## config.mk

```make
export PLATFORM = sky130hd
export DESIGN_NAME = logs_nco_bank_flat
export DESIGN_NICKNAME = d
export VERILOG_FILES = /design/src/rtl/logs_nco_bank_if.sv /design/src/rtl/logs_nco_bank.sv /design/src/flat_wrapper.sv
export SDC_FILE = /design/constraint.sdc
export NUM_CORES = 1
export LEC_CHECK = 0
export CAP_MARGIN = 10
export CORE_AREA = 5 5 150 152
export DETAILED_ROUTE_END_ITERATION = 6
export DIE_AREA = 0 0 155 157
export PLACE_DENSITY = 0.51
export REMOVE_ABC_BUFFERS = 1
export SYNTH_ARGS = -nofsm -noshare
export SYNTH_HDL_FRONTEND = slang
export SYNTH_SLANG_ARGS = --single-unit
```

## constraint.sdc

```tcl
create_clock -name clk -period 1.85 [get_ports clk]
set_input_delay 0.2775 -clock clk [delete_from_list [all_inputs] [get_ports clk]]
set_output_delay 0.2775 -clock clk [all_outputs]
set_load 0.005 [all_outputs]
```

## src/rtl/logs_nco_bank_if.sv

```systemverilog
// Step/config/tone bundle for logs_nco_bank. With LOGS_NCO_SYNC_EN defined
// the bundle also carries the hard-sync request.
interface logs_nco_bank_if #(
    parameter int N = 8,
    parameter int C = 4
);
    localparam int CW = (C > 1) ? $clog2(C) : 1;

    logic          step;
    logic          busy;
    logic          cfg_valid;
    logic          cfg_ready;
    logic [CW-1:0] cfg_chan;
    logic [N-2:0]  cfg_freq;
    logic [N-1:0]  cfg_duty;
    logic          cfg_mode;
    logic [C-1:0]  snd;
`ifdef LOGS_NCO_SYNC_EN
    logic          sync;

    modport master (
        output step, sync, cfg_valid, cfg_chan, cfg_freq, cfg_duty, cfg_mode,
        input  busy, cfg_ready, snd
    );
    modport slave (
        input  step, sync, cfg_valid, cfg_chan, cfg_freq, cfg_duty, cfg_mode,
        output busy, cfg_ready, snd
    );
`else
    modport master (
        output step, cfg_valid, cfg_chan, cfg_freq, cfg_duty, cfg_mode,
        input  busy, cfg_ready, snd
    );
    modport slave (
        input  step, cfg_valid, cfg_chan, cfg_freq, cfg_duty, cfg_mode,
        output busy, cfg_ready, snd
    );
`endif
endinterface

```

## src/rtl/logs_nco_bank.sv

```systemverilog
// Time-multiplexed bank of C square/pulse NCOs sharing one phase adder.
// Optional hard sync (phase realign to reset phases) under LOGS_NCO_SYNC_EN.
module logs_nco_bank #(
    parameter int          N    = 8,
    parameter int          C    = 4,
    parameter logic [31:0] SEED = 32'hD1BD_81EB
) (
    input  logic              clk,
    input  logic              reset_n,
    logs_nco_bank_if.slave    bus
);
    localparam int CW = (C > 1) ? $clog2(C) : 1;

    // xorshift32 applied n times; used only to build reset-phase constants.
    function automatic logic [31:0] xorshift_iter(input logic [31:0] seed, input int n);
        logic [31:0] x;
        x = seed;
        for (int i = 0; i < n; i++) begin
            x = x ^ (x << 13);
            x = x ^ (x >> 17);
            x = x ^ (x << 5);
        end
        return x;
    endfunction

    typedef enum logic {
        IDLE  = 1'b0,
        SWEEP = 1'b1
    } state_t;

    state_t        state_q, state_d;
    logic [CW-1:0] slot_q, slot_d;
    logic          busy_q, busy_d;
    logic          cfg_accept;
    logic [C-1:0]  snd_vec;

    assign cfg_accept    = bus.cfg_valid & ~busy_q;
    assign bus.cfg_ready = ~busy_q;
    assign bus.busy      = busy_q;
    assign bus.snd       = snd_vec;

    always_comb begin
        state_d = state_q;
        slot_d  = slot_q;
        busy_d  = busy_q;
        case (state_q)
            IDLE: begin
                if (bus.step) begin
                    state_d = SWEEP;
                    slot_d  = '0;
                    busy_d  = 1'b1;
                end
            end
            SWEEP: begin
                if (slot_q == CW'(C - 1)) begin
                    state_d = IDLE;
                    slot_d  = '0;
                    busy_d  = 1'b0;
                end else begin
                    slot_d = slot_q + 1'b1;
                end
            end
            default: begin
                state_d = IDLE;
                slot_d  = '0;
                busy_d  = 1'b0;
            end
        endcase
    end

    always_ff @(posedge clk or negedge reset_n) begin
        if (!reset_n) begin
            state_q <= IDLE;
            slot_q  <= '0;
            busy_q  <= 1'b0;
        end else begin
            state_q <= state_d;
            slot_q  <= slot_d;
            busy_q  <= busy_d;
        end
    end

`ifdef LOGS_NCO_SYNC_EN
    // Latched at sweep start so the whole sweep realigns, not just slot 0.
    logic sync_q, sync_d;

    always_comb begin
        sync_d = sync_q;
        if (state_q == IDLE && bus.step) begin
            sync_d = bus.sync;
        end
    end

    always_ff @(posedge clk or negedge reset_n) begin
        if (!reset_n) begin
            sync_q <= 1'b0;
        end else begin
            sync_q <= sync_d;
        end
    end
`endif

    for (genvar gi = 0; gi < C; gi++) begin : g_chan
        localparam logic [31:0] SEED_X     = xorshift_iter(SEED, gi);
        localparam logic [N-1:0] PHASE_INIT = SEED_X[N-1:0];

        logic [N-1:0] phase_q, phase_d;
        logic [N-2:0] freq_q, freq_d;
        logic [N-1:0] duty_q, duty_d;
        logic         mode_q, mode_d;
        logic         snd_q, snd_d;
        logic [N-1:0] p;
        logic         slot_hit;
        logic         cfg_hit;

        assign slot_hit = busy_q && (slot_q == CW'(gi));
        // Channel numbers at or above C match no slice, so such writes vanish.
        assign cfg_hit  = cfg_accept && (bus.cfg_chan == CW'(gi));

        always_comb begin
            p = phase_q;
`ifdef LOGS_NCO_SYNC_EN
            if (sync_q) begin
                p = PHASE_INIT;
            end
`endif
            phase_d = phase_q;
            freq_d  = freq_q;
            duty_d  = duty_q;
            mode_d  = mode_q;
            snd_d   = snd_q;
            if (slot_hit) begin
                snd_d   = mode_q ? (p < duty_q) : p[N-1];
                phase_d = p + {1'b0, freq_q};
            end
            if (cfg_hit) begin
                freq_d = bus.cfg_freq;
                duty_d = bus.cfg_duty;
                mode_d = bus.cfg_mode;
            end
        end

        always_ff @(posedge clk or negedge reset_n) begin
            if (!reset_n) begin
                phase_q <= PHASE_INIT;
                freq_q  <= '0;
                duty_q  <= N'(1) << (N - 1);
                mode_q  <= 1'b0;
                snd_q   <= 1'b0;
            end else begin
                phase_q <= phase_d;
                freq_q  <= freq_d;
                duty_q  <= duty_d;
                mode_q  <= mode_d;
                snd_q   <= snd_d;
            end
        end

        assign snd_vec[gi] = snd_q;
    end
endmodule

```

## src/flat_wrapper.sv

```systemverilog
// flat-port wrapper written by rule: the top's interface ports become plain ports
module logs_nco_bank_flat 
#(
    parameter int          N    = 8,
    parameter int          C    = 4,
    parameter logic [31:0] SEED = 32'hD1BD_81EB
)
  (clk, reset_n, bus_step, bus_cfg_valid, bus_cfg_chan, bus_cfg_freq, bus_cfg_duty, bus_cfg_mode, bus_busy, bus_cfg_ready, bus_snd);
  logs_nco_bank_if #(.N(N), .C(C)) bus_i ();
  input  logic clk;
  input  logic reset_n;
  input wire logic [$bits(bus_i.step)-1:0] bus_step;
  input wire logic [$bits(bus_i.cfg_valid)-1:0] bus_cfg_valid;
  input wire logic [$bits(bus_i.cfg_chan)-1:0] bus_cfg_chan;
  input wire logic [$bits(bus_i.cfg_freq)-1:0] bus_cfg_freq;
  input wire logic [$bits(bus_i.cfg_duty)-1:0] bus_cfg_duty;
  input wire logic [$bits(bus_i.cfg_mode)-1:0] bus_cfg_mode;
  output wire logic [$bits(bus_i.busy)-1:0] bus_busy;
  output wire logic [$bits(bus_i.cfg_ready)-1:0] bus_cfg_ready;
  output wire logic [$bits(bus_i.snd)-1:0] bus_snd;
  assign bus_i.step = bus_step;
  assign bus_i.cfg_valid = bus_cfg_valid;
  assign bus_i.cfg_chan = bus_cfg_chan;
  assign bus_i.cfg_freq = bus_cfg_freq;
  assign bus_i.cfg_duty = bus_cfg_duty;
  assign bus_i.cfg_mode = bus_cfg_mode;
  assign bus_busy = bus_i.busy;
  assign bus_cfg_ready = bus_i.cfg_ready;
  assign bus_snd = bus_i.snd;
  logs_nco_bank #(.N(N), .C(C), .SEED(SEED)) u_core (.clk(clk), .reset_n(reset_n), .bus(bus_i));
endmodule
```

==> qor.csv, run 1 <==
metric,value,unit
netlist.area_leader.share,34.1,%
place.gp.congestion,0.808,
rsz0062_at_grt,yes,
grt_use_total,12.2,%
synth.area.mux_share,8.86,%
cts.reportedPaths.clkPinSlew,0.07,ns
yosysWarningCount,0,
peakVddDrop,0.000617,V
cp.arrival,2.10,ns
grt_pass1_vias,4490,
cp-end-kind,flip-flop,
drtIter0Drc,194,
period_minus_slack,1.81,ns
post-synth-top-count-cell,dfrtp_1,
die_x,155,um
max_freq,553,MHz
htreeDepth,3,
antenna_cells,0,
hpwlAfterDp,10500,um
synth_edf_count,0,
core-area,20900,sq um
start_util,29.5,%
pre_cts_slack,-0.00440,ns
port_buffers,27,
syn_inst,591,
pin_count,28,
netlist_area,6160,sq um
r2r_start,u_core.g_chan[3].freq_q[0],
synth_area_leader_cell,dfrtp_1,
drive_above_1_share,20.9,%
area_growth,19.2,%
fill_cells,2054,
place_inst,900,
clockRootBuffer,clkbuf_16,
status,"finished, final reports clean",
synth_top_family_by_area,simple AND/OR/NAND/NOR gates,
required,2.14,ns
fin_nets,731,
synth_common_cells,"84 x dfrtp_1, 62 x o21ai_0, 60 x ha_1",
worst_slew_pin_slew,0.631,ns
cts_made_buffers,9,
cp-start-kind,flip-flop,
synth-compound-area-share,13.5,%
yosys-top-cells-area,"dfrtp_1 34%, ha_1 12%, dfstp_2 8.5%",
drt-vias-per-instance,4.77,
drt.antenna.violating_nets,0,
slew_violations,0,
clk_latency,0.35,ns
wirelength,14300,um
clock_sinks,104,
final.period_utilization,97.8,%
synth_xor_area_share,1.14,%
synthFlopType,dfrtp_1,
hold_class,primary input to async pin,
num_vias,4413,
final-setup-viol-count,0,
die_y,157,um
worstSetupPathType,flip-flop to flip-flop,
p_leak,3.19,nW
ys_seq_elements,104,
placed_area,6900,sq um
r2r_end,u_core.g_chan[3].p[6],
cts_buffer_depth,2,
seq_area_frac_synth,42.7,%
async_flop_share,100,%
first_pass_iters,4,
final_cell_area,7340,sq um
row_count,53,
fin_ws,0.0412,ns
finalHoldViolCount,0,
synth_fa_ha_area_share,13.5,%
grt_pass1_wl,23400,um
postSynthAreaPerCell,10.4,sq um
avgRoutedWirePerCell,15.5,um
drc,0,
cts_tree,done,
worstRegToRegCells,7,
final_cells,925,
yosys.area_share.simple,14.6,%
antenna_found_initial,0,
r2r_slack,0.04,ns
maxCapViolations,0,
maxSlewHeadroom,58.0,%
powerDensity,1770,nW/um^2
synth.distinct_cells,47,
critPathMaxFanout,2,
grt_max_degree,43,
tns,0,ns
gr-total-overflow,0,
p_total,13.0,mW
skew,0.00442,ns
dieArea,24300,sq um
flip-flops by register name (all words and copies together) (netlist names):
| name | count |
|---|---|
| u_core.g_chan.mode_q | 4 |
| u_core.g_chan.freq_q | 28 |
| u_core.state_q | 1 |
| u_core.slot_q | 2 |
| u_core.g_chan.snd_q | 4 |
| u_core.bus.busy | 1 |
| u_core.g_chan.duty_q | 32 |
| u_core.g_chan.p | 32 |
placed cells by master (no fill, tap or decap), drive strengths merged, types with 20 or more instances in the layout:
cell | netlist | layout
inv | 52 | 52
buf | 18 | 40
nor3b | 24 | 24
ha | 60 | 60
clkdlybuf4s50 | 0 | 26
nand2 | 59 | 59
mux2 | 44 | 44
o21ai | 62 | 62
dfstp | 20 | 20
dfrtp | 84 | 84
worst max-delay path, stage by stage, from the launching register on:
cell and delay [ns]:
dfrtp_1 0.41, ha_4 0.17, inv_2 0.05, fa_2 0.20
nor2b_1 0.06, o31a_1 0.30, or4_1 0.47, nand3_1 0.08
layer usage:
metal,vias to the layer above,track usage (%),part of all wire [%]
met5,-,0,0
met4,0,3.11,1.6
met3,16,3.44,3.2
met2,51,19.8,46
met1,2131,16.2,49
li1,2215,-,-
how the worst max path moves through the flow:
| stage | from | endpoint | slack (ns) |
|---|---|---|---|
| finish | u_core.g_chan[3].freq_q[0] | u_core.g_chan[3].p[6] | 0.04 |
| global route | u_core.g_chan[0].freq_q[0] | u_core.g_chan[0].p[6] | -0.02 |
| CTS | u_core.bus.busy | bus_cfg_ready | 0.007 |
| detailed placement | u_core.g_chan[3].p[0] | u_core.g_chan[3].p[6] | -0.004 |
| global placement | bus_cfg_chan[0] | u_core.g_chan[3].duty_q[4] | 0.03 |
| floorplan | u_core.bus.busy | u_core.g_chan[0].freq_q[0] | 0.03 |
repair_timing:
item,CTS,global route
endpoints found under the setup margin,3,8
gates resized for setup,5,16
hold buffers,1,0
hold endpoints to repair,26,0
setup buffers,0,8
pin swaps,0,11
cells by family after synthesis:
logic type / after synthesis
buffers and inverters: 76
xor gates and xnor gates: 8
AOI/OAI and AO/OA: 135
adders and majority gates: 64
DFF: 104
and+or+nand+nor: 158
muxes: 46
power by group:
part           switching (mW)  leakage [nW]  total [mW]  internal (mW)
Clock                   0.869         0.152        1.95           1.08
Combinational            3.33          1.81        6.67           3.34
Sequential              0.814          1.22        4.37           3.55
Total                    5.01          3.19        13.0           7.97
layout make-up:
| type | count | area (sq um) | share of cell area, % |
|---|---|---|---|
| multi-input cells | 411 | 3240 | 44.1 |
| flip-flops and latches | 104 | 2630 | 35.8 |
| repair buffers | 67 | 633 | 8.63 |
| well taps | 275 | 344 | 4.69 |
| clock buffers | 10 | 239 | 3.26 |
| inverters | 52 | 195 | 2.66 |
| clock inverters | 6 | 58.8 | 0.802 |
through the flow:
| stage | hold slack [ns] | utilization, % |
|---|---|---|
| final | 0.492 | 35.1 |
| after global routing | 0.520 | 35.1 |
| after CTS | 0.498 | 34.6 |
| after detailed placement | 0.340 | 33.0 |
| after floorplan | -0.0181 | - |
| after global placement | 0.340 | 33.0 |
(Power assumes the default switching activity.)
==> run 2: changes to the inputs <==
- CAP_MARGIN: 10 -> 20
==> results of run 2 <==
Same layout as run 1: the final DEF is identical, and so are final timing and power.
